### config.mk
export PLATFORM = sky130hd
export DESIGN_NAME = mod_updown_counter
export DESIGN_NICKNAME = d
export VERILOG_FILES = /design/src/rtl/cnt_pkg.sv /design/src/rtl/cnt_next.sv /design/src/rtl/mod_updown_counter.sv
export SDC_FILE = /design/constraint.sdc
export NUM_CORES = 1
export LEC_CHECK = 0
export BUFFER_PORTS_ARGS = -buffer_cell sky130_fd_sc_hd__buf_2
export CORE_AREA = 2 2 39 41
export DETAILED_ROUTE_END_ITERATION = 8
export DIE_AREA = 0 0 41 43
export GPL_TIMING_DRIVEN = 0
export PLACE_DENSITY = 0.68
export SYNTH_ARGS = -nofsm -noshare
export SYNTH_HDL_FRONTEND = slang
export SYNTH_HIERARCHICAL = 1
export SYNTH_SLANG_ARGS = --single-unit
### constraint.sdc
create_clock -name clk -period 3 [get_ports clk]
set_input_delay 0.6 -clock clk [delete_from_list [all_inputs] [get_ports clk]]
set_output_delay 0.6 -clock clk [all_outputs]
set_load 0.05 [all_outputs]
### src/rtl/cnt_pkg.sv
// Shared types and configuration checks for the up/down counter family.
package cnt_pkg;

   // Behaviour at the range limits, selected per cycle by the sat input.
   typedef enum logic {
      CNT_WRAP = 1'b0,
      CNT_SAT  = 1'b1
   } cnt_mode_t;

   // True when a counter of the given width can represent 0..modulus-1
   // and the modulus is large enough to be a counter at all.
   function automatic bit modulus_fits(input int width, input int modulus);
      return (modulus >= 2) && ($clog2(modulus) <= width);
   endfunction

   // True when the largest step is no bigger than the largest count, so a
   // single wrap can never overshoot the range more than once.
   function automatic bit step_fits(input int step_w, input int modulus);
      return ((2 ** step_w) - 1) <= (modulus - 1);
   endfunction

endpackage : cnt_pkg

### src/rtl/cnt_next.sv
// Next-state arithmetic for the up/down counter: one step up or down with
// wrap-around or saturation at 0 / MODULUS-1, plus an out-of-range flag.
module cnt_next
   import cnt_pkg::*;
#(
   parameter int WIDTH   = 4,
   parameter int MODULUS = 16,
   parameter int STEP_W  = 2
) (
   input  logic [WIDTH-1:0]  q,
   input  logic [STEP_W-1:0] step,
   input  logic              down,
   input  logic              sat,
   output logic [WIDTH-1:0]  q_next,
   output logic              ovf_next
);

   // Arithmetic is carried one bit wider so MODULUS itself and q+step are
   // representable even when MODULUS == 2**WIDTH.
   localparam logic [WIDTH:0]   MOD_S = (WIDTH+1)'(MODULUS);
   localparam logic [WIDTH:0]   MAX_S = (WIDTH+1)'(MODULUS - 1);
   localparam logic [WIDTH-1:0] MAX_Q = WIDTH'(MODULUS - 1);

   cnt_mode_t        mode;
   logic [WIDTH:0]   q_w;
   logic [WIDTH:0]   step_w;
   logic [WIDTH:0]   sum_w;

   assign mode   = cnt_mode_t'(sat);
   assign q_w    = (WIDTH+1)'(q);
   assign step_w = (WIDTH+1)'(step);
   assign sum_w  = q_w + step_w;

   // Pick the in-range result or the wrapped/clamped one for this direction.
   always_comb begin
      // NOTE: every output gets a default before any branch so no path can
      // leave it unassigned and infer a latch.
      q_next   = q;
      ovf_next = 1'b0;
      if (!down) begin
         if (sum_w <= MAX_S) begin
            q_next = WIDTH'(sum_w);
         end else begin
            ovf_next = 1'b1;
            q_next   = (mode == CNT_SAT) ? MAX_Q : WIDTH'(sum_w - MOD_S);
         end
      end else begin
         if (q_w >= step_w) begin
            q_next = WIDTH'(q_w - step_w);
         end else begin
            ovf_next = 1'b1;
            q_next   = (mode == CNT_SAT) ? '0 : WIDTH'(q_w + MOD_S - step_w);
         end
      end
   end

endmodule : cnt_next

### src/rtl/mod_updown_counter.sv
// Modulo-N up/down counter with programmable step, wrap/saturate mode,
// parallel load and terminal-count flag. Holds only the count and the
// overflow pulse; all arithmetic lives in cnt_next.
module mod_updown_counter
   import cnt_pkg::*;
#(
   parameter int WIDTH   = 4,
   parameter int MODULUS = 16,
   parameter int STEP_W  = 2
) (
   input  logic              clk,
   input  logic              rst,
   input  logic              en,
   input  logic              down,
   input  logic [STEP_W-1:0] step,
   input  logic              sat,
   input  logic              load,
   input  logic [WIDTH-1:0]  load_val,
   output logic [WIDTH-1:0]  q,
   output logic              tc,
   output logic              ovf
);

   localparam logic [WIDTH-1:0] MAX_Q = WIDTH'(MODULUS - 1);

   // Reject configurations that cannot hold the range or could overshoot it.
   if (!modulus_fits(WIDTH, MODULUS)) begin : g_bad_modulus
      $error("mod_updown_counter: MODULUS=%0d does not fit WIDTH=%0d", MODULUS, WIDTH);
   end
   if (!step_fits(STEP_W, MODULUS)) begin : g_bad_step
      $error("mod_updown_counter: STEP_W=%0d too wide for MODULUS=%0d", STEP_W, MODULUS);
   end

   logic [WIDTH-1:0] q_q, q_d;
   logic             ovf_q, ovf_d;
   logic [WIDTH-1:0] q_step;
   logic             ovf_step;
   logic [WIDTH-1:0] load_clamped;

   cnt_next #(
      .WIDTH   (WIDTH),
      .MODULUS (MODULUS),
      .STEP_W  (STEP_W)
   ) u_cnt_next (
      .q        (q_q),
      .step     (step),
      .down     (down),
      .sat      (sat),
      .q_next   (q_step),
      .ovf_next (ovf_step)
   );

   // Out-of-range load values are clamped so q never leaves 0..MODULUS-1.
   assign load_clamped = (load_val > MAX_Q) ? MAX_Q : load_val;

   // Load beats counting; an idle cycle holds q and clears the pulse.
   always_comb begin
      q_d   = q_q;
      ovf_d = 1'b0;
      if (load) begin
         q_d = load_clamped;
      end else if (en) begin
         q_d   = q_step;
         ovf_d = ovf_step;
      end
   end

   // State register; reset wins over any load or count on the same edge.
   always_ff @(posedge clk) begin
      // NOTE: non-blocking assignments so every flop samples pre-edge values
      // regardless of statement order.
      if (rst) begin
         q_q   <= '0;
         ovf_q <= 1'b0;
      end else begin
         q_q   <= q_d;
         ovf_q <= ovf_d;
      end
   end

   assign q   = q_q;
   assign ovf = ovf_q;
   assign tc  = down ? (q_q == '0) : (q_q == MAX_Q);

endmodule : mod_updown_counter

# After elaboration in Yosys (flattened, before gate mapping)
# Cells that the tools add are included.
# classes
add_sub_neg,5
magnitude_cmp,3
eq_ne,1
muxes,12
bitwise,1
reduce_logical,3
# ops
operator,n
$mux W4,8
$sub A4 B2 Y4,2
$add A4 B2 Y5,1
$le A5 B4 Y1 const B,1
$add A4 B1 Y4 const B,1
$eq A4 B4 Y1 const B,1
$ge A4 B2 Y1,1
$gt A4 B4 Y1 const B,1
$logic_not A4 Y1,1
$mux W1,4
$sub A4 B1 Y4 const B,1
$reduce_or A3 Y1,1
$reduce_bool A2 Y1,1
$not A1 Y1,1
# word_totals
regBits,5
in_bits,12
output_inout_bits,6
elab_cells,27

# Logic depth before layout (Yosys ltp)
# depth
ltp_word,7
mapped_depth,9

# Cells and area by module
# Netlist, hierarchy kept.
# by_module_without_submodules
module,n_inst,cells_each,area_per_inst_um2
cnt_next,1,37,275.3
mod_updown_counter,1,23,237.7

# Worst setup path after synthesis
# Ideal clock, no wire load.
# synth_path
path_type,reg-to-output
from,"register q_q[3], in the netlist q[3]"
to,output port tc
arrival_ns,1.941
t_required_ns,2.400
setup_slack_ns,0.459
path_stages_with_launch,3
cell_sequence,dfxtp_1 > or4_1 > mux2i_1
# synth_between
elab_chain_len,2
word_cells_on_any_way,3
classes_between,eq/ne: 1; mux: 1; reduce/logical: 1
# synth_lines
item,line_no,rtl
"start, declared",mod_updown_counter.sv:34,"logic [WIDTH-1:0] q_q, q_d;"
"start signal, assigned",mod_updown_counter.sv:76,q_q <= q_d;
$eq A4 B4 Y1 or $logic_not A4 Y1 (tied branches),mod_updown_counter.sv:83,assign tc = down ? (q_q == '0) : (q_q == MAX_Q);
$mux W1 (*),mod_updown_counter.sv:83,
"end, declared",mod_updown_counter.sv:20,"output logic tc,"
# Every way passes the cells marked *; elsewhere a longest branch is shown, timed or not.

# Worst setup path in the final report
# Same ends and word-level chain as after synthesis.

==> results.json <==
{
  "ios": 18,
  "max_freq_mhz": 458,
  "vias": 517,
  "antenna_found_initial": 0,
  "synth_common_cells": "a211oi_1 (6), nor2b_1 (6), dfxtp_1 (5), inv_1 (5), mux2i_1 (5)",
  "maxSlewViolCount": 0,
  "syn_nets": 78,
  "fill_cells": 155,
  "setup_viol": 0,
  "cts_sinks": 5,
  "cts_tree": "done",
  "die_area_um2": 1760,
  "pre_cts_ws_ns": 0.579,
  "cts_setup_buffers": 0,
  "skew_ns": 0.00571,
  "hp-class": "in2reg",
  "first_global_vias": 429,
  "finalNetCount": 99,
  "slew_headroom": 0.763,
  "p_seq_frac": 0.313,
  "internal-power_w": 0.000164,
  "initial_core_util": 0.371,
  "synth_warnings": 6,
  "syn_inst": 60,
  "drive_above_1_share": 0.313,
  "fin_ws_ns": 0.816,
  "grt_overflow_total": 0,
  "synth_top_area_cell": "dfxtp_1",
  "synth_top_area_frac": 0.195,
  "ctsLongestPathBuffers": 2,
  "rsz0062_at_grt": "no",
  "yosysUniqueCellTypes": 28,
  "hold_end": "q[0]",
  "criticalPathCategory": "reg2out",
  "die_h_um": 43,
  "timing.final.crit_share": 0.728,
  "synth_seq_cells": 5,
  "power.share.clock": 0.295,
  "post-route-min-period_ns": 2.18,
  "syn_to_final_growth_pct": 24.6,
  "reg2reg_from": "q[0]",
  "dr.pass1.iters": 3,
  "antenna-diode-count": 0,
  "dieWidth_um": 41,
  "syn_area_per_cell_um2": 8.55,
  "routed_wl_um": 1150,
  "post_drt_wl_per_cell_um": 12.0,
  "core-area_um2": 1380,
  "dpl.hpwl_um": 925,
  "cts_buffers": 3,
  "cts_max_level": 1,
  "cp_data_required_time_ns": 2.40,
  "seqCellArea_um2": 100,
  "holdPathStages": 2,
  "worstSkewPairLatency_ns": 0.24,
  "powerDensity_nw_per_um2": 411,
  "ctsHoldBuffers": 0,
  "viasPerCell": 5.39,
  "switching_share": 0.376,
  "critical_path.max_fanout": 11,
  "p_leak_nw": 0.293,
  "cts_root_buf": "clkbuf_4",
  "synth_area_leaders": "dfxtp_1 (20%), ha_1 (9.8%), mux2i_1 (9.8%)",
  "ir_worst_vdd_uv": 246,
  "netlist_area_um2": 513,
  "globalplace.congestion": 0.799,
  "drc": 0,
  "maxCapViolations": 0,
  "setup_tns_ns": 0,
  "multiInputGateArea_um2": 385,
  "cp.arrival_ns": 1.58,
  "grt_pass1_wl_um": 1770,
  "cts-resized-gates": 0,
  "hp-start": "rst",
  "r2r_cells": 9,
  "final_hold_viol_count": 0,
  "start_kind": "flop",
  "clk_transition_reported_paths_ns": 0.05,
  "pwr-share-comb": 0.392,
  "ant_nets": 0,
  "worst_pin_slew_ns": 0.355,
  "synth-seq-area-share": 0.195,
  "power_switching_w": 0.0000989,
  "port_buffers": 16,
  "worstReg2RegEnd": "q[3]",
  "ys_async_sr_fraction": 0,
  "track_usage": 0.145,
  "synth_edf_count": 0,
  "synthFlopType": "dfxtp_1",
  "drt_iter0_markers": 5,
  "ff2ff_setup_slack_ns": 0.82,
  "grt_max_degree": 13,
  "fp-row-count": 14,
  "crit_path_end_kind": "output pin",
  "status": "finished clean"
}
## flip-flops by register name (all words and copies together), names as in the netlist
register	flops
q	4
ovf	1
## cell type report
class,count,share of cell area
multi-input combinational,48,0.603
sequential,5,0.157
timing repair buffer,16,0.125
clock buffer,4,0.0411
inverter,6,0.0352
tap,16,0.0313
buffer,1,0.00783
## layer usage
metal  routed length, um  vias to the layer above  global-route usage
met5                   0                        -                   0
met4                   0                        0              0.0200
met3                  38                        0              0.0471
met2                 595                        8               0.241
met1                 515                      245               0.177
li1                    -                      264                   -
## cell families (layout without fill, tap and decap cells)
| logic type | Yosys count | after routing | share of synthesized area |
|---|---|---|---|
| fa+ha+maj | 6 | 6 | 0.176 |
| flops | 5 | 5 | 0.195 |
| compound gates | 17 | 17 | 0.232 |
| mux | 5 | 5 | 0.0976 |
| simple gates | 20 | 20 | 0.246 |
| buf+inv | 7 | 27 | 0.0536 |
## worst max path at each step
stage	startpoint	end	cells after the start
final	q[3]	tc	3
after global routing	q[0]	q[3]	9
after CTS	q[2]	tc	3
after detailed placement	step[1]	q[3]	9
after global placement	step[1]	q[3]	9
after floorplan	q[3]	tc	2
## through the flow
stage / total power [W] / std cells / hold WS [ns] / util / instance area (um2)
finish: 0.000263 / 96 / 0.581 / 0.462 / 639
global route: 0.000282 / 96 / 0.597 / 0.462 / 639
CTS: 0.000265 / 96 / 0.580 / 0.462 / 639
detailed placement: 0.000186 / 92 / 0.629 / 0.443 / 613
global placement: 0.000185 / 92 / 0.616 / 0.443 / 613
floorplan: 0.000157 / 60 / 0.673 / - / 513
## power by group through the flow
stage / Clock (W) / Combinational (W) / Sequential [W]
after global placement: 0 / 0.000102 / 0.0000835
after floorplan: 0 / 0.0000596 / 0.0000978
after global routing: 0.0000837 / 0.000115 / 0.0000840
after detailed placement: 0 / 0.000102 / 0.0000839
final: 0.0000777 / 0.000103 / 0.0000823
after CTS: 0.0000789 / 0.000103 / 0.0000827
## critical path, stage by stage, from the launching register on
cell and delay (ns):
dfxtp_1 0.40, or4_1 0.54, mux2i_1 0.13, buf_2 0.27
## cells in the final DEF, fill, tap and decap left out, drive strengths merged, types with 2 or more instances in the layout
master / n
fa: 2
inv: 6
ha: 4
or4: 2
nor2b: 6
a21oi: 3
a31oi: 2
nand2: 3
nor2: 2
clkbuf: 4
o22ai: 2
a211oi: 6
buf: 17
dfxtp: 5
mux2i: 5
Note: power is estimated with default switching activity, not from simulation.
